[src/rtl/systolic_pkg.sv]
// Shared encodings for the systolic array sequencer: FSM states, array
// instruction codes and a small sizing helper.
package systolic_pkg;

    typedef enum logic [2:0] {
        IDLE,
        LOAD,
        GAP,
        EXEC,
        DRAIN,
        DONE
    } state_e;

    localparam logic [1:0] INST_IDLE = 2'b00;
    localparam logic [1:0] INST_LOAD = 2'b01;
    localparam logic [1:0] INST_EXEC = 2'b10;
    localparam logic [1:0] INST_OSEX = 2'b11;

    function automatic int max3(input int a, input int b, input int c);
        int m;
        m = a;
        if (b > m) m = b;
        if (c > m) m = c;
        return m;
    endfunction

endpackage

[src/rtl/systolic_seq_ctrl_if.sv]
// Host-facing bundle of the sequencer: start/config/stall in, SRAM strobes,
// array instructions, FIFO write and clock-enable requests out.
interface systolic_seq_ctrl_if #(
    parameter int MAX_INP = 256,
    parameter int MAX_KIJ = 16,
    parameter int WADDR_W = 11,
    parameter int IADDR_W = 8
);
    logic                           start;
    logic                           os_mode;
    logic [$clog2(MAX_INP+1)-1:0]   cfg_inp;
    logic [$clog2(MAX_KIJ+1)-1:0]   cfg_kij;
    logic                           stall;
    logic                           busy;
    logic                           done;
    logic [$clog2(MAX_KIJ)-1:0]     kij_idx;
    logic                           w_rd;
    logic [WADDR_W-1:0]             w_addr;
    logic                           i_rd;
    logic [IADDR_W-1:0]             i_addr;
    logic [1:0]                     inst_w;
    logic                           mode;
    logic                           ofifo_wr;
    logic                           w_ce;
    logic                           i_ce;

    modport master (
        input  start, os_mode, cfg_inp, cfg_kij, stall,
        output busy, done, kij_idx, w_rd, w_addr, i_rd, i_addr,
               inst_w, mode, ofifo_wr, w_ce, i_ce
    );

    modport slave (
        output start, os_mode, cfg_inp, cfg_kij, stall,
        input  busy, done, kij_idx, w_rd, w_addr, i_rd, i_addr,
               inst_w, mode, ofifo_wr, w_ce, i_ce
    );
endinterface

[src/rtl/systolic_seq_ctrl_delay_line.sv]
// Fixed-depth 1-bit delay line with synchronous reset; q is d delayed by
// DEPTH clocks.
module delay_line #(
    parameter int DEPTH = 15
) (
    input  logic clk,
    input  logic reset,
    input  logic d,
    output logic q
);
    logic [DEPTH-1:0] vld_pipe;

    always_ff @(posedge clk) begin
        if (reset) begin
            vld_pipe <= '0;
        end else begin
            vld_pipe[0] <= d;
            for (int k = 1; k < DEPTH; k++) vld_pipe[k] <= vld_pipe[k-1];
        end
    end

    assign q = vld_pipe[DEPTH-1];
endmodule

[src/rtl/systolic_seq_ctrl.sv]
// Convolution-pass sequencer for the systolic MAC array. Outputs are
// registered from the next-state decode so they line up with the state.
module systolic_seq_ctrl
    import systolic_pkg::*;
#(
    parameter int ROW     = 8,
    parameter int COL     = 8,
    parameter int MAX_INP = 256,
    parameter int MAX_KIJ = 16,
    parameter int WADDR_W = 11,
    parameter int IADDR_W = 8
) (
    input  logic                clk,
    input  logic                reset,
    systolic_seq_ctrl_if.master bus
);
    localparam int DRAIN_LEN = ROW + COL - 1;
    localparam int CNT_W     = $clog2(max3(ROW, MAX_INP, DRAIN_LEN));
    localparam int IDX_W     = $clog2(MAX_KIJ);
    localparam int INP_W     = $clog2(MAX_INP + 1);
    localparam int KIJ_W     = $clog2(MAX_KIJ + 1);
    localparam logic [CNT_W-1:0] LOAD_LAST  = CNT_W'(ROW - 1);
    localparam logic [CNT_W-1:0] DRAIN_LAST = CNT_W'(DRAIN_LEN - 1);

    state_e             state, ns;
    logic [CNT_W-1:0]   cnt, ncnt, inp_last, inp_last_n;
    logic [IDX_W-1:0]   kij, nkij, kij_last, kij_last_n;
    logic               os_q, os_n, nbub, issue, wrap_soon;
    logic               nw_rd, ni_rd, nw_ce, ni_ce;
    logic [1:0]         ninst;
    logic [WADDR_W-1:0] ws_addr, os_addr;

    logic               busy_q, done_q, w_rd_q, i_rd_q, mode_q, w_ce_q, i_ce_q, ofifo_q;
    logic [1:0]         inst_q;
    logic [WADDR_W-1:0] w_addr_q;
    logic [IADDR_W-1:0] i_addr_q;

    // zero lengths run once, oversize lengths clamp to the maximum
    always_comb begin
        inp_last_n = '0;
        kij_last_n = '0;
        if (bus.cfg_inp > INP_W'(MAX_INP))  inp_last_n = CNT_W'(MAX_INP - 1);
        else if (bus.cfg_inp != '0)         inp_last_n = CNT_W'(bus.cfg_inp - 1'b1);
        if (bus.cfg_kij > KIJ_W'(MAX_KIJ))  kij_last_n = IDX_W'(MAX_KIJ - 1);
        else if (bus.cfg_kij != '0)         kij_last_n = IDX_W'(bus.cfg_kij - 1'b1);
    end

    always_comb begin
        ns    = state;
        ncnt  = cnt;
        nkij  = kij;
        nbub  = 1'b0;
        os_n  = (state == IDLE) ? bus.os_mode : os_q;
        unique case (state)
            IDLE: if (bus.start) begin
                ncnt = '0;
                nkij = '0;
                ns   = bus.os_mode ? EXEC : LOAD;
            end
            LOAD: if (cnt == LOAD_LAST) begin
                ns   = GAP;
                ncnt = '0;
            end else ncnt = cnt + 1'b1;
            GAP: begin
                ns   = EXEC;
                ncnt = '0;
            end
            EXEC: if (bus.stall) nbub = 1'b1;
            else if (cnt == inp_last) begin
                ns   = DRAIN;
                ncnt = '0;
            end else ncnt = cnt + 1'b1;
            DRAIN: if (cnt == DRAIN_LAST) begin
                ncnt = '0;
                if (kij == kij_last) ns = DONE;
                else begin
                    nkij = kij + 1'b1;
                    ns   = os_q ? EXEC : LOAD;
                end
            end else ncnt = cnt + 1'b1;
            DONE: ns = IDLE;
            default: ns = IDLE;
        endcase

        issue     = (ns == EXEC) && !nbub;
        // last drain cycle before another position: reads start next cycle
        wrap_soon = (ns == DRAIN) && (ncnt == DRAIN_LAST) && (nkij != kij_last);
        nw_rd     = (ns == LOAD) || (issue && os_n);
        ni_rd     = issue;
        nw_ce     = (ns == LOAD) || ((ns == EXEC) && os_n) || wrap_soon;
        ni_ce     = (ns == GAP) || (ns == EXEC) || (wrap_soon && os_n);
        ninst     = INST_IDLE;
        if (ns == LOAD || ns == GAP) ninst = INST_LOAD;
        else if (issue)              ninst = os_n ? INST_OSEX : INST_EXEC;
        ws_addr   = WADDR_W'(nkij) * WADDR_W'(ROW) + WADDR_W'(ncnt);
        os_addr   = WADDR_W'(nkij) * WADDR_W'(MAX_INP) + WADDR_W'(ncnt);
    end

    always_ff @(posedge clk) begin
        if (reset) begin
            state    <= IDLE;
            cnt      <= '0;
            kij      <= '0;
            os_q     <= 1'b0;
            inp_last <= '0;
            kij_last <= '0;
            busy_q   <= 1'b0;
            done_q   <= 1'b0;
            w_rd_q   <= 1'b0;
            i_rd_q   <= 1'b0;
            mode_q   <= 1'b0;
            w_ce_q   <= 1'b0;
            i_ce_q   <= 1'b0;
            inst_q   <= INST_IDLE;
            w_addr_q <= '0;
            i_addr_q <= '0;
        end else begin
            state  <= ns;
            cnt    <= ncnt;
            kij    <= nkij;
            if (state == IDLE && bus.start) begin
                os_q     <= bus.os_mode;
                inp_last <= inp_last_n;
                kij_last <= kij_last_n;
            end
            busy_q <= (ns != IDLE);
            done_q <= (ns == DONE);
            w_rd_q <= nw_rd;
            i_rd_q <= ni_rd;
            mode_q <= (ns == EXEC);
            w_ce_q <= nw_ce;
            i_ce_q <= ni_ce;
            inst_q <= ninst;
            if (nw_rd) w_addr_q <= (ns == LOAD) ? ws_addr : os_addr;
            if (ni_rd) i_addr_q <= IADDR_W'(ncnt);
        end
    end

    delay_line #(.DEPTH(DRAIN_LEN)) u_ofifo_dly (
        .clk   (clk),
        .reset (reset),
        .d     (i_rd_q),
        .q     (ofifo_q)
    );

    assign bus.busy     = busy_q;
    assign bus.done     = done_q;
    assign bus.kij_idx  = kij;
    assign bus.w_rd     = w_rd_q;
    assign bus.w_addr   = w_addr_q;
    assign bus.i_rd     = i_rd_q;
    assign bus.i_addr   = i_addr_q;
    assign bus.inst_w   = inst_q;
    assign bus.mode     = mode_q;
    assign bus.ofifo_wr = ofifo_q;
    assign bus.w_ce     = w_ce_q;
    assign bus.i_ce     = i_ce_q;
endmodule
[src/flat_wrapper.sv]
// flat-port wrapper written by rule: the top's interface ports become plain ports
module systolic_seq_ctrl_flat import systolic_pkg::*;
#(
    parameter int ROW     = 8,
    parameter int COL     = 8,
    parameter int MAX_INP = 256,
    parameter int MAX_KIJ = 16,
    parameter int WADDR_W = 11,
    parameter int IADDR_W = 8
)
  (clk, reset, bus_start, bus_os_mode, bus_cfg_inp, bus_cfg_kij, bus_stall, bus_busy, bus_done, bus_kij_idx, bus_w_rd, bus_w_addr, bus_i_rd, bus_i_addr, bus_inst_w, bus_mode, bus_ofifo_wr, bus_w_ce, bus_i_ce);
  systolic_seq_ctrl_if #(.MAX_INP(MAX_INP), .MAX_KIJ(MAX_KIJ), .WADDR_W(WADDR_W), .IADDR_W(IADDR_W)) bus_i ();
  input  logic clk;
  input  logic reset;
  input wire logic [$bits(bus_i.start)-1:0] bus_start;
  input wire logic [$bits(bus_i.os_mode)-1:0] bus_os_mode;
  input wire logic [$bits(bus_i.cfg_inp)-1:0] bus_cfg_inp;
  input wire logic [$bits(bus_i.cfg_kij)-1:0] bus_cfg_kij;
  input wire logic [$bits(bus_i.stall)-1:0] bus_stall;
  output wire logic [$bits(bus_i.busy)-1:0] bus_busy;
  output wire logic [$bits(bus_i.done)-1:0] bus_done;
  output wire logic [$bits(bus_i.kij_idx)-1:0] bus_kij_idx;
  output wire logic [$bits(bus_i.w_rd)-1:0] bus_w_rd;
  output wire logic [$bits(bus_i.w_addr)-1:0] bus_w_addr;
  output wire logic [$bits(bus_i.i_rd)-1:0] bus_i_rd;
  output wire logic [$bits(bus_i.i_addr)-1:0] bus_i_addr;
  output wire logic [$bits(bus_i.inst_w)-1:0] bus_inst_w;
  output wire logic [$bits(bus_i.mode)-1:0] bus_mode;
  output wire logic [$bits(bus_i.ofifo_wr)-1:0] bus_ofifo_wr;
  output wire logic [$bits(bus_i.w_ce)-1:0] bus_w_ce;
  output wire logic [$bits(bus_i.i_ce)-1:0] bus_i_ce;
  assign bus_i.start = bus_start;
  assign bus_i.os_mode = bus_os_mode;
  assign bus_i.cfg_inp = bus_cfg_inp;
  assign bus_i.cfg_kij = bus_cfg_kij;
  assign bus_i.stall = bus_stall;
  assign bus_busy = bus_i.busy;
  assign bus_done = bus_i.done;
  assign bus_kij_idx = bus_i.kij_idx;
  assign bus_w_rd = bus_i.w_rd;
  assign bus_w_addr = bus_i.w_addr;
  assign bus_i_rd = bus_i.i_rd;
  assign bus_i_addr = bus_i.i_addr;
  assign bus_inst_w = bus_i.inst_w;
  assign bus_mode = bus_i.mode;
  assign bus_ofifo_wr = bus_i.ofifo_wr;
  assign bus_w_ce = bus_i.w_ce;
  assign bus_i_ce = bus_i.i_ce;
  systolic_seq_ctrl #(.ROW(ROW), .COL(COL), .MAX_INP(MAX_INP), .MAX_KIJ(MAX_KIJ), .WADDR_W(WADDR_W), .IADDR_W(IADDR_W)) u_core (.clk(clk), .reset(reset), .bus(bus_i));
endmodule
[config.mk]
export PLATFORM = sky130hd
export DESIGN_NAME = systolic_seq_ctrl_flat
export DESIGN_NICKNAME = d
export VERILOG_FILES = /design/src/rtl/systolic_pkg.sv /design/src/rtl/systolic_seq_ctrl_if.sv /design/src/rtl/systolic_seq_ctrl_delay_line.sv /design/src/rtl/systolic_seq_ctrl.sv /design/src/flat_wrapper.sv
export SDC_FILE = /design/constraint.sdc
export NUM_CORES = 1
export LEC_CHECK = 0
export CAP_MARGIN = 20
export CELL_PAD_IN_SITES_DETAIL_PLACEMENT = 1
export CELL_PAD_IN_SITES_GLOBAL_PLACEMENT = 1
export CORE_UTILIZATION = 35
export CTS_CLUSTER_DIAMETER = 50
export DETAILED_ROUTE_END_ITERATION = 12
export PLACE_DENSITY_LB_ADDON = 0.3
export SETUP_SLACK_MARGIN = 0.4
export SKIP_LAST_GASP = 1
export SYNTH_ARGS = -nofsm -noshare
export SYNTH_HDL_FRONTEND = slang
export SYNTH_HIERARCHICAL = 1
export SYNTH_SLANG_ARGS = --single-unit
[constraint.sdc]
create_clock -name clk -period 5.1 [get_ports clk]
set_clock_uncertainty 0.1 [all_clocks]
set_input_delay 1.02 -clock clk [delete_from_list [all_inputs] [get_ports clk]]
set_output_delay 1.02 -clock clk [all_outputs]
set_load 0.005 [all_outputs]
-- Word-level counts from Yosys, hierarchy flattened
Cells that the tools add are included.
- word-level logic and storage cells: 91
- input port bits: 19
- output and inout port bits: 33
- register bits: 71
- eq/ne operators: 15
- magnitude comparators: 2
- multiplexer cells: 30
- add/sub/neg operators: 6
- reduce and logical (&&, ||, !) cells: 19
- bitwise logic cells: 1
- operator list (operator ; number):
    $mux W8 ; 7
    $pmux W8 S5 ; 1
    $mux W4 ; 5
    $mux W3 ; 6
    $eq A8 B4 Y1 const B ; 2
    $pmux W3 S5 ; 1
    $eq A3 B2 Y1 const B ; 4
    $add A11 B8 Y11 ; 1
    $mux W11 ; 1
    $add A7 B8 Y9 ; 1
    $eq A3 B3 Y1 const B ; 3
    $gt A9 B9 Y1 const B ; 1
    $reduce_bool A9 Y1 ; 1
    $add A8 B1 Y8 const B ; 1
    $eq A8 B3 Y1 const B ; 1
    $eq A8 B8 Y1 ; 1
    $pmux W4 S2 ; 1
    $sub A8 B1 Y8 const B ; 1
    $logic_and A1 B1 Y1 ; 7
    $eq A3 B1 Y1 const B ; 2
    $logic_or A1 B1 Y1 ; 6
    $mux W1 ; 6
    $gt A5 B5 Y1 const B ; 1
    $reduce_bool A5 Y1 ; 1
    10 further kinds ; 11

-- Logic depth before layout (Yosys ltp)
Gate-level depths: netlist of run 1.
- depth after elaboration: 9
- mapped depth: 14
- depth with buffers taken out: 14

-- Modules after synthesis
Netlist of run 1, hierarchy kept.
- by module, submodules not included (module ; sequential area each (sq um) ; times used ; cells each ; area each (sq um)):
    systolic_seq_ctrl ; 1121.1 ; 1 ; 425 ; 3484.6
    delay_line ; 300.3 ; 1 ; 31 ; 432.9

-- Worst setup path after synthesis of run 1
No wires, ideal clock.
- path type: input -> register
- start: input port bus_stall
- end: register u_core.w_addr_q[7] (netlist: u_core/bus.w_addr[7])
- path buffers: 0
- setup time: 0.117 ns
- data required time: 4.883 ns
- cell stages on the path: 11
- setup slack: 1.754 ns
- arrival: 3.129 ns
- path through: a21o_1 a221o_1 nand2_1 o21ai_0 ha_1 fa_1 a21oi_1 nor2b_1 o2111a_1 xnor2_1 a22o_1
- elaborated cells between the ends (all ways): 15
- classes of those cells: add/sub: 2; eq/ne: 2; mux: 7; reduce/logical: 4
- RTL lines (element ; RTL line ; source):
    start, declared ; flat_wrapper.sv:19 ; input wire logic [$bits(bus_i.stall)-1:0] bus_stall;
    $mux W8 (*) ; systolic_seq_ctrl.sv:68 ; EXEC: if (bus.stall) nbub = 1'b1;
    $pmux W8 S5 (*) ; systolic_seq_ctrl.sv:54 ; unique case (state)
    named net u_core.ncnt[3] ; systolic_seq_ctrl.sv:26 ; logic [CNT_W-1:0] cnt, ncnt, inp_last, inp_last_n;
    $add A11 B8 Y11 or $add A7 B8 Y9 (tied branches) ; systolic_seq_ctrl.sv:96, systolic_seq_ctrl.sv:95 ;
    $mux W11 (*) ; systolic_seq_ctrl.sv:134 ; if (nw_rd) w_addr_q <= (ns == LOAD) ? ws_addr : os_addr;
    end signal, assigned ; systolic_seq_ctrl.sv:134 ;
    end, declared ; systolic_seq_ctrl.sv:35 ; logic [WADDR_W-1:0] w_addr_q;
The timed path passes the listed nets; every way through them passes the cells marked *.
A chain may end at the register's enable or synchronous reset.

-- Worst setup path after layout of run 1
- start: input port bus_start
- end: register u_core.w_addr_q[6] (netlist: u_core/bus.w_addr[6])
- longest elaborated chain between the ends: 6
- elaborated cells between the ends (all ways): 14
- classes of those cells: add/sub: 2; eq/ne: 2; mux: 7; reduce/logical: 3
- ends and longest elaborated chain (element ; RTL line ; source):
    start, declared ; flat_wrapper.sv:15 ; input wire logic [$bits(bus_i.start)-1:0] bus_start;
    branches (longest 6 deep; another with $add A11 B8 Y11) ; -- ;
Several ways; the timed one is not identified.

==> flow_summary.yaml, run 1 <==
floorplanning:
  core-area_um2: 10900
  rows: 38
  die_area_um2: 11600
  start_util_pct: 36.0
  die_h_um: 108
  die_x_um: 108
  pin_count: 52
route:
  ant_nets: 0
  first_iter_violations: 162
  num_vias: 3468
  first_pass_iters: 4
  drt-total-wl_um: 10500
  post_drt_wl_per_cell_um: 16.4
  drc: 0
  vias_per_cell: 5.41
job:
  cap_violations: 0
cts:
  cts_setup_buffers: 0
  ctsResizeCount: 0
  cts_root_buf: "clkbuf_8"
  cts_buffer_depth: 2
  ctsHoldBuffers: 0
  clk_latency_ns: 0.35
  cts_made_buffers: 9
  cts_tree: "done"
  cts.sinks: 71
  htree_levels: 3
  cts.reportedPaths.clkPinSlew_ns: 0.08
placed_design:
  port_buffers: 51
  place_ws_ns: 0.839
  placed_cells: 625
  post-dp-hpwl_um: 7950
  place.gp.congestion: 0.868
power:
  seqPwrFrac_pct: 47.8
  total_power_w: 0.00128
  intPower_w: 0.000888
  p_leak_nw: 1.75
  power_density_nw_per_um2: 275
  p_switching_w: 0.000393
  pwr-share-comb_pct: 19.9
  ir_drop_uv: 114
  clockPowerShare_pct: 32.4
  swShare_pct: 30.7
finish:
  drive_gt1_share_pct: 10.6
  area_growth_syn_to_layout_pct: 19.0
  antenna_cells: 0
  num-nets-final: 526
  fin_cells: 641
global_route:
  antenna_found_initial: 0
  grt_pass1_wl_um: 17500
  grt_usage_pct: 19.3
  grt-ovfl-total: 0
  grt_start_max_net_pins: 42
  grt_pass1_vias: 3464
worst_setup_path:
  worstPathRequired_ns: 5.27
  r2r_setup_slack_ns: 1.48
  worstSetupStartpointType: "input pin"
  critPathKind: "in2reg"
  cp-end-kind: "flop"
  worstPathArrival_ns: 4.06
  crit_fanout: 9
sta:
  max_freq_ghz: 0.257
  worst_slack_ns: 1.21
  slew_headroom_pct: 34.4
  hold_viol: 0
  period_needed_ns: 3.89
  fin_crit_sh_pct: 76.2
  finalSetupViolCount: 0
  worstMarginPinSlew_ns: 0.976
  slew_viol_final: 0
  rsz0062_at_grt: "false"
  setup-tns-final_ns: 0
synthesis:
  async_flop_share_pct: 0
  ys_seq_area_share_pct: 36.3
  netlist_instances: 456
  ys_seq_elements: 71
  synthesis.area_um2: 3920
  yosys_warnings: 6
  syn_avg_cell_area_um2: 8.59
  synthFlopType: "dfxtp_1"
  syn_nets: 486
  synth_edf_count: 0
  yosysUniqueCellTypes: 77
min_path:
  hold_path_class: "reg2reg"
outcome:
  status: "complete, no violations"
metrics by stage:
| step | instance area [µm²] | utilization [%] | hold slack (ns) |
|---|---|---|---|
| floorplan | 3920 | - | 0.311 |
| global placement | 4480 | 41.2 | 0.315 |
| detailed placement | 4480 | 41.2 | 0.325 |
| CTS | 4660 | 42.8 | 0.345 |
| global route | 4660 | 42.8 | 0.358 |
| finish | 4660 | 42.8 | 0.339 |
layout make-up:
| type | count | area (µm²) |
|---|---|---|
| Clock inverter | 6 | 45.0 |
| Sequential cell | 71 | 1420 |
| Tap cell | 140 | 175 |
| Clock buffer | 10 | 138 |
| Timing Repair Buffer | 54 | 528 |
| Fill cell | 1319 | 6220 |
| Multi-Input combinational cell | 344 | 2300 |
| Inverter | 16 | 60.1 |
sequential cells by signal, summed over array words and instances, names as in the netlist, 3 cells and up:
name / count
u_core/bus.i_addr: 8
u_core/bus.kij_idx: 4
u_core/bus.w_addr: 11
u_core/cnt: 8
u_core/inp_last: 8
u_core/kij_last: 4
u_core/state: 3
u_core/u_ofifo_dly/vld_pipe: 15
layer usage:
layer  vias to the layer above  wire length [µm]  global-route usage, %
li1                       1708                 -                      -
met1                      1680              4940                   25.0
met2                        72              5060                   32.4
met3                         8               436                   3.93
met4                         0                77                   5.19
met5                         -                 0                      0
critical path, cell delays in order:
cell	delay (ns)
clkdlybuf4s50_1	0.53
nor4_1	0.39
a221o_1	0.38
o21ai_0	0.15
o21ai_0	0.46
ha_1	0.33
a21o_1	0.18
a21oi_1	0.23
xnor3_1	0.25
o22ai_1	0.13
cells in the final DEF (no fill, tap or decap), types with 5 or more instances in the layout:
master and instances:
clkdlybuf4s50_1 50, clkbuf_8 10, dfxtp_1 71, a21oi_1 33, inv_1 16, nor3_1 11, xnor2_1 18, nor2_1 49
nand3_1 9, xor2_1 7, nor2b_1 16, nand2b_1 6, ha_1 10, mux2i_1 8, a211oi_1 10, nand2_1 29
nor2b_2 7, o21ai_0 29, nand4_1 5
power groups by stage:
stage          Combinational [W]  Clock (W)  Sequential [W]
4_1_cts                 0.000256   0.000427        0.000613
5_1_grt                 0.000284   0.000453        0.000617
6_report                0.000255   0.000415        0.000612
3_3_place_gp            0.000248          0        0.000625
3_5_place_dp            0.000255          0        0.000626
2_1_floorplan           0.000170          0        0.000616
Yosys cell counts, types with 3 or more instances:
cell type	number	share of area, %
clkbuf_1	12	1.1
o31ai_1	3	0.57
buf_6	4	1.1
nand3_1	9	1.1
ha_1	10	3.2
a21oi_1	33	4.2
a2111oi_0	3	0.67
inv_1	16	1.5
nor3b_1	3	0.57
o21ai_0	29	3.7
a211oi_1	10	1.9
buf_2	7	0.89
and2b_1	3	0.57
nand3b_1	4	0.77
xnor2_1	18	4.0
a222oi_1	3	0.77
nor2b_2	7	1.6
and3_1	4	0.64
nor3_1	11	1.4
o22ai_1	3	0.48
xor2_1	7	1.6
a22oi_1	4	0.77
dfxtp_1	71	36
a22o_1	3	0.67
nor4_1	4	0.64
nand4_1	5	0.80
and2b_2	3	0.67
a21o_1	3	0.57
mux2i_1	8	2.0
nor2b_1	16	2.6
nor2_1	49	4.7
nand2_1	29	2.8
nand2b_1	6	0.96
or3_1	4	0.64
worst paths after layout:
check	to	cells after the start	startpoint
hold / removal	u_core/u_ofifo_dly/vld_pipe[14]	1	u_core/u_ofifo_dly/vld_pipe[13]
setup reg to reg	u_core/bus.w_addr[7]	12	u_core/state[2]
setup / recovery	u_core/bus.w_addr[6]	10	bus_start
hold reg to reg	u_core/u_ofifo_dly/vld_pipe[14]	1	u_core/u_ofifo_dly/vld_pipe[13]
kinds of logic (layout without fill, tap and decap cells):
group	after synthesis	after routing	synth area share, %
buffers and inverters	41	86	5.11
flip-flops	71	71	36.3
AO/OA/AOI/OAI	122	122	21.2
XOR/XNOR	26	26	6.16
adder cells (fa/ha/maj)	12	12	3.96
multiplexers	9	9	2.43
AND/OR/NAND/NOR	175	175	24.8
Note: power is estimated with default switching activity, not from simulation.
==> run 2: changes to the inputs <==
==> constraint.sdc (replaced) <==
create_clock -name clk -period 3.2 [get_ports clk]
set_clock_uncertainty 0.1 [all_clocks]
set_input_delay 0.64 -clock clk [delete_from_list [all_inputs] [get_ports clk]]
set_output_delay 0.64 -clock clk [all_outputs]
set_load 0.005 [all_outputs]
==> flow_summary.yaml, run 2 (synthesized netlist as in run 1, its figures left out) <==
worst_setup_path:
  cp_num_buf_inv: 0
  critical_path.top_delay_family: "compound AO/OA/AOI/OAI gates"
  r2r_setup_slack_ns: 0.30
  reg2reg_depth: 11
  worstSetupStartpointType: "flop"
  crit_fanout: 10
  worst-path-stages: 11
  crit_chain: "or2_1 > a211oi_1 > a21oi_1 > o21ai_4 > ha_4 > fa_2 > a21oi_2 > nor2b_1 > o2111a_1 > xnor2_1 > a22o_1"
  critPathKind: "reg2reg"
  worstPathArrival_ns: 3.06
  worstPathRequired_ns: 3.36
  crit_path_top_delay_cell: "dfxtp_2"
  cp-end-kind: "flop"
  cpPeakStageDelay_ns: 0.52
power:
  power_density_nw_per_um2: 428
  p_leak_nw: 2.16
  ir_drop_uv: 214
sta:
  slew_viol_final: 0
  worstMarginPinSlew_ns: 0.606
  fin_crit_sh_pct: 90.7
  period_needed_ns: 2.90
  fin_hold_ws_ns: 0.344
  finalSetupViolCount: 0
  slew_headroom_pct: 58.6
  hold_viol: 0
  setup-tns-final_ns: 0
  rsz0062_at_grt: "true"
  max_freq_ghz: 0.345
finish:
  drive_gt1_share_pct: 29.2
  largest_reg_flops: 15
  fillers: 1280
  mostFrequentLayoutCells: "69 x buf_4, 55 x dfxtp_1, 48 x clkdlybuf4s50_1"
  stdcell_area_um2: 5490
  num-nets-final: 594
  layout_commonest_cell: "buf_4"
  area_growth_syn_to_layout_pct: 40.1
  regMostFlops: "u_core/u_ofifo_dly/vld_pipe"
  antenna_cells: 0
cts:
  cts_tree: "done"
  cts_made_buffers: 9
  cts_buffer_depth: 2
  ctsHoldBuffers: 0
  cts_root_buf: "clkbuf_8"
  htree_levels: 3
  cts.sinks: 71
  cts.reportedPaths.clkPinSlew_ns: 0.08
  clk_latency_ns: 0.36
global_route:
  grt_pass1_wl_um: 20400
  antenna_found_initial: 0
  grt_pass1_vias: 4001
  grt_start_max_net_pins: 39
  grt_usage_pct: 23.0
  grt-ovfl-total: 0
floorplanning:
  die_area_um2: 11600
  start_util_pct: 36.0
  core-area_um2: 10900
  rows: 38
  pin_count: 52
  die_x_um: 108
  die_h_um: 108
min_path:
  hold_depth: 1
  hold_path_class: "reg2reg"
placed_design:
  port_buffers: 51
  place.gp.congestion: 0.883
  dpl-instance-area_um2: 4890
  post-dp-hpwl_um: 9080
route:
  drc: 0
  first_iter_violations: 188
  first_pass_iters: 5
  drt-total-wl_um: 13100
  num_vias: 3862
  ant_nets: 0
  vias_per_cell: 5.45
  post_drt_wl_per_cell_um: 18.5
job:
  cap_violations: 0
outcome:
  status: "complete, no violations"
[run 2: cell types whose count changed in the layout (fill, tap and decap cells not counted), moves of 6 or more]
cell	change
dfxtp_4	+7
buf_4	+66
o21ai_0	-6
dfxtp_1	-16
dfxtp_2	+9
[run 2: final timing paths]
path | start | endpoint
setup / recovery | u_core/state[1] | u_core/bus.w_addr[7]
hold / removal | u_core/u_ofifo_dly/vld_pipe[13] | u_core/u_ofifo_dly/vld_pipe[14]
setup reg to reg | u_core/state[1] | u_core/bus.w_addr[7]
hold reg to reg | u_core/u_ofifo_dly/vld_pipe[13] | u_core/u_ofifo_dly/vld_pipe[14]
[run 2: what timing repair did]
| item | 4_1_cts | 5_1_grt |
|---|---|---|
| buffers inserted | 14 | 7 |
| setup endpoints to repair | 16 | 15 |
| resized for setup | 47 | 20 |
| pin swaps | 8 | 12 |
| endpoints found under the hold margin | 0 | 0 |
[run 2: where the power goes]
group | switching, W | internal [W]
clock network | 0.000383 | 0.000449
logic | 0.000285 | 0.000259
registers | 0.0000427 | 0.000930
total | 0.000710 | 0.00164
[run 2: stage by stage]
stage	power (W)	util [%]	std cells	setup slack, ns
2_1_floorplan	0.00126	-	456	0.338
4_1_cts	0.00233	49.1	702	0.367
3_3_place_gp	0.00144	44.9	672	-0.255
5_1_grt	0.00246	50.4	709	0.187
6_report	0.00235	50.4	709	0.299
3_5_place_dp	0.00146	44.9	672	-0.421
[run 2: area by class of cell]
type / instances / area (µm²) / area share, %
clock inverters: 7 / 105 / 1.91
flip-flops and latches: 71 / 1460 / 26.6
well taps: 140 / 175 / 3.19
repair buffers: 122 / 1050 / 19.1
inverters: 16 / 62.6 / 1.14
clock buffers: 9 / 124 / 2.26
multi-input cells: 344 / 2510 / 45.8
[run 2: worst register-to-register path, cell delays in order (launching register included)]
cell and delay, ns:
dfxtp_2 0.52, or2_1 0.26, a211oi_1 0.12, a21oi_1 0.38, o21ai_4 0.13, ha_4 0.18
fa_2 0.35, a21oi_2 0.13, nor2b_1 0.05, o2111a_1 0.23, xnor2_1 0.13, a22o_1 0.22
[run 2: layer usage]
layer / global-route usage [%] / part of all wire (%) / wire (µm) / up-vias
met5: 0 / 0 / 0 / -
met3: 5.08 / 3.9 / 512 / 37
met2: 41.6 / 51 / 6760 / 101
met1: 26.5 / 41 / 5410 / 1880
met4: 7.44 / 3.5 / 459 / 0
li1: - / - / - / 1844
==> run 3: changes to the inputs <==
--- a/config.mk
+++ b/config.mk
@@ -8,7 +8,7 @@
 export CAP_MARGIN = 20
 export CELL_PAD_IN_SITES_DETAIL_PLACEMENT = 1
 export CELL_PAD_IN_SITES_GLOBAL_PLACEMENT = 1
-export CORE_UTILIZATION = 35
+export CORE_UTILIZATION = 38
 export CTS_CLUSTER_DIAMETER = 50
 export DETAILED_ROUTE_END_ITERATION = 12
 export PLACE_DENSITY_LB_ADDON = 0.3
==> flow_summary.yaml, run 3 (synthesized netlist as in run 1, its figures left out) <==
placed_design:
  port_buffers: 51
  place_ws_ns: -0.322
  post-dp-hpwl_um: 8990
  placed_cells: 664
  place.gp.congestion: 0.886
floorplanning:
  start_util_pct: 39.7
  die_h_um: 104
  die_x_um: 104
  rows: 36
  die_area_um2: 10700
  core-area_um2: 9860
  pin_count: 52
global_route:
  grt-ovfl-total: 0
  grt_util_met1_pct: 26.6
  grt_usage_pct: 23.1
  grt_pass1_vias: 4015
  antenna_found_initial: 0
  grt_pass1_wl_um: 19900
  grtUsageMet3_pct: 3.52
  busiest_layer: "met2"
  gr-usage-met2_pct: 43.0
  grt_start_max_net_pins: 39
route:
  drt-total-wl_um: 12500
  num_vias: 3837
  post_drt_wl_per_cell_um: 18.0
  ant_nets: 0
  first_pass_iters: 4
  first_iter_violations: 153
  vias_per_cell: 5.54
  drc: 0
worst_setup_path:
  worstPathArrival_ns: 2.99
  crit_fanout: 5
  critical_path.top_delay_family: "compound AO/OA/AOI/OAI gates"
  crit_path_top_delay_cell: "dfxtp_2"
  cpPeakStageDelay_ns: 0.36
  crit_start: "u_core/cnt[4]"
  crit_chain: "nor4_4 > buf_4 > nand2_4 > o311ai_4 > o31ai_4 > ha_2 > fa_2 > a21oi_2 > nor2b_1 > o2111a_1 > xnor2_1 > a22o_1"
  cp_num_buf_inv: 1
  worstPathRequired_ns: 3.34
  cp-end-kind: "flop"
  worstSetupStartpointType: "flop"
  critPathKind: "reg2reg"
  r2r_start: "u_core/cnt[4]"
cts:
  cts.sinks: 71
  cts.reportedPaths.clkPinSlew_ns: 0.08
  cts_root_buf: "clkbuf_8"
  cts_tree: "done"
  cts_made_buffers: 9
  cts_buffer_depth: 2
  htree_levels: 3
  ctsHoldBuffers: 0
  clk_latency_ns: 0.35
sta:
  max_freq_ghz: 0.351
  period_needed_ns: 2.85
  finalSetupViolCount: 0
  fin_crit_sh_pct: 89.1
  worst_slack_ns: 0.348
  slew_headroom_pct: 58.6
  slew_viol_final: 0
  hold_viol: 0
  rsz0062_at_grt: "true"
  worstMarginPinSlew_ns: 0.616
finish:
  drive_gt1_share_pct: 27.9
  num-nets-final: 585
  final_core_util_pct: 54.0
  fillers: 1173
  fin_cells: 693
  regMostFlops: "u_core/u_ofifo_dly/vld_pipe"
  largest_reg_flops: 15
  area_growth_syn_to_layout_pct: 35.9
  antenna_cells: 0
  mostFrequentLayoutCells: "60 x buf_4, 56 x dfxtp_1, 48 x clkdlybuf4s50_1"
  layout_commonest_cell: "buf_4"
power:
  power_density_nw_per_um2: 410
  ir_drop_uv: 257
  p_leak_nw: 2.09
outcome:
  status: "complete, no violations"
job:
  cap_violations: 0
min_path:
  worstHoldStart: "u_core/u_ofifo_dly/vld_pipe[13]"
  hold_path_class: "reg2reg"
[run 3: metrics by stage]
step                      hold WS [ns]  power [W]  cell area [µm²]  TNS [ns]
final                            0.338    0.00219             5320         0
after global routing             0.361    0.00228             5320         0
after CTS                        0.346    0.00217             5210         0
after detailed placement         0.326    0.00146             4890     -1.32
after global placement           0.315    0.00144             4890    -0.631
after floorplan                  0.311    0.00126             3980         0
[run 3: metal layers]
metal | up-vias | part of all wire (%)
met5 | - | 0
li1 | 1827 | -
met2 | 79 | 53
met1 | 1908 | 42
met4 | 0 | 2.2
met3 | 23 | 2.7
[run 3: area by class of cell]
cell class	instances	area, µm²	area share, %
clock inverters	6	42.5	0.799
clock buffers	10	138	2.59
multi-input cells	344	2470	46.3
flip-flops and latches	71	1460	27.4
repair buffers	113	990	18.6
well taps	133	166	3.13
inverters	16	62.6	1.18
[run 3: worst paths after layout]
kind	end	slack, ns	cells past startpoint
worst max register to register	u_core/bus.w_addr[7]	0.35	12
worst min register to register	u_core/u_ofifo_dly/vld_pipe[14]	0.34	1
worst min-delay path	u_core/u_ofifo_dly/vld_pipe[14]	0.34	1
worst max-delay path	u_core/bus.w_addr[7]	0.35	12
[run 3: report_power, final]
part           switching [W]  internal (W)
clock network       0.000378      0.000306
registers          0.0000462      0.000931
logic               0.000271      0.000253
[run 3: timing repair]
| item | CTS | global route |
|---|---|---|
| pin swaps | 7 | 14 |
| gates cloned | 0 | 0 |
| endpoints found under the setup margin | 5 | 5 |
| gates resized for setup | 36 | 22 |
| setup buffers | 6 | 7 |
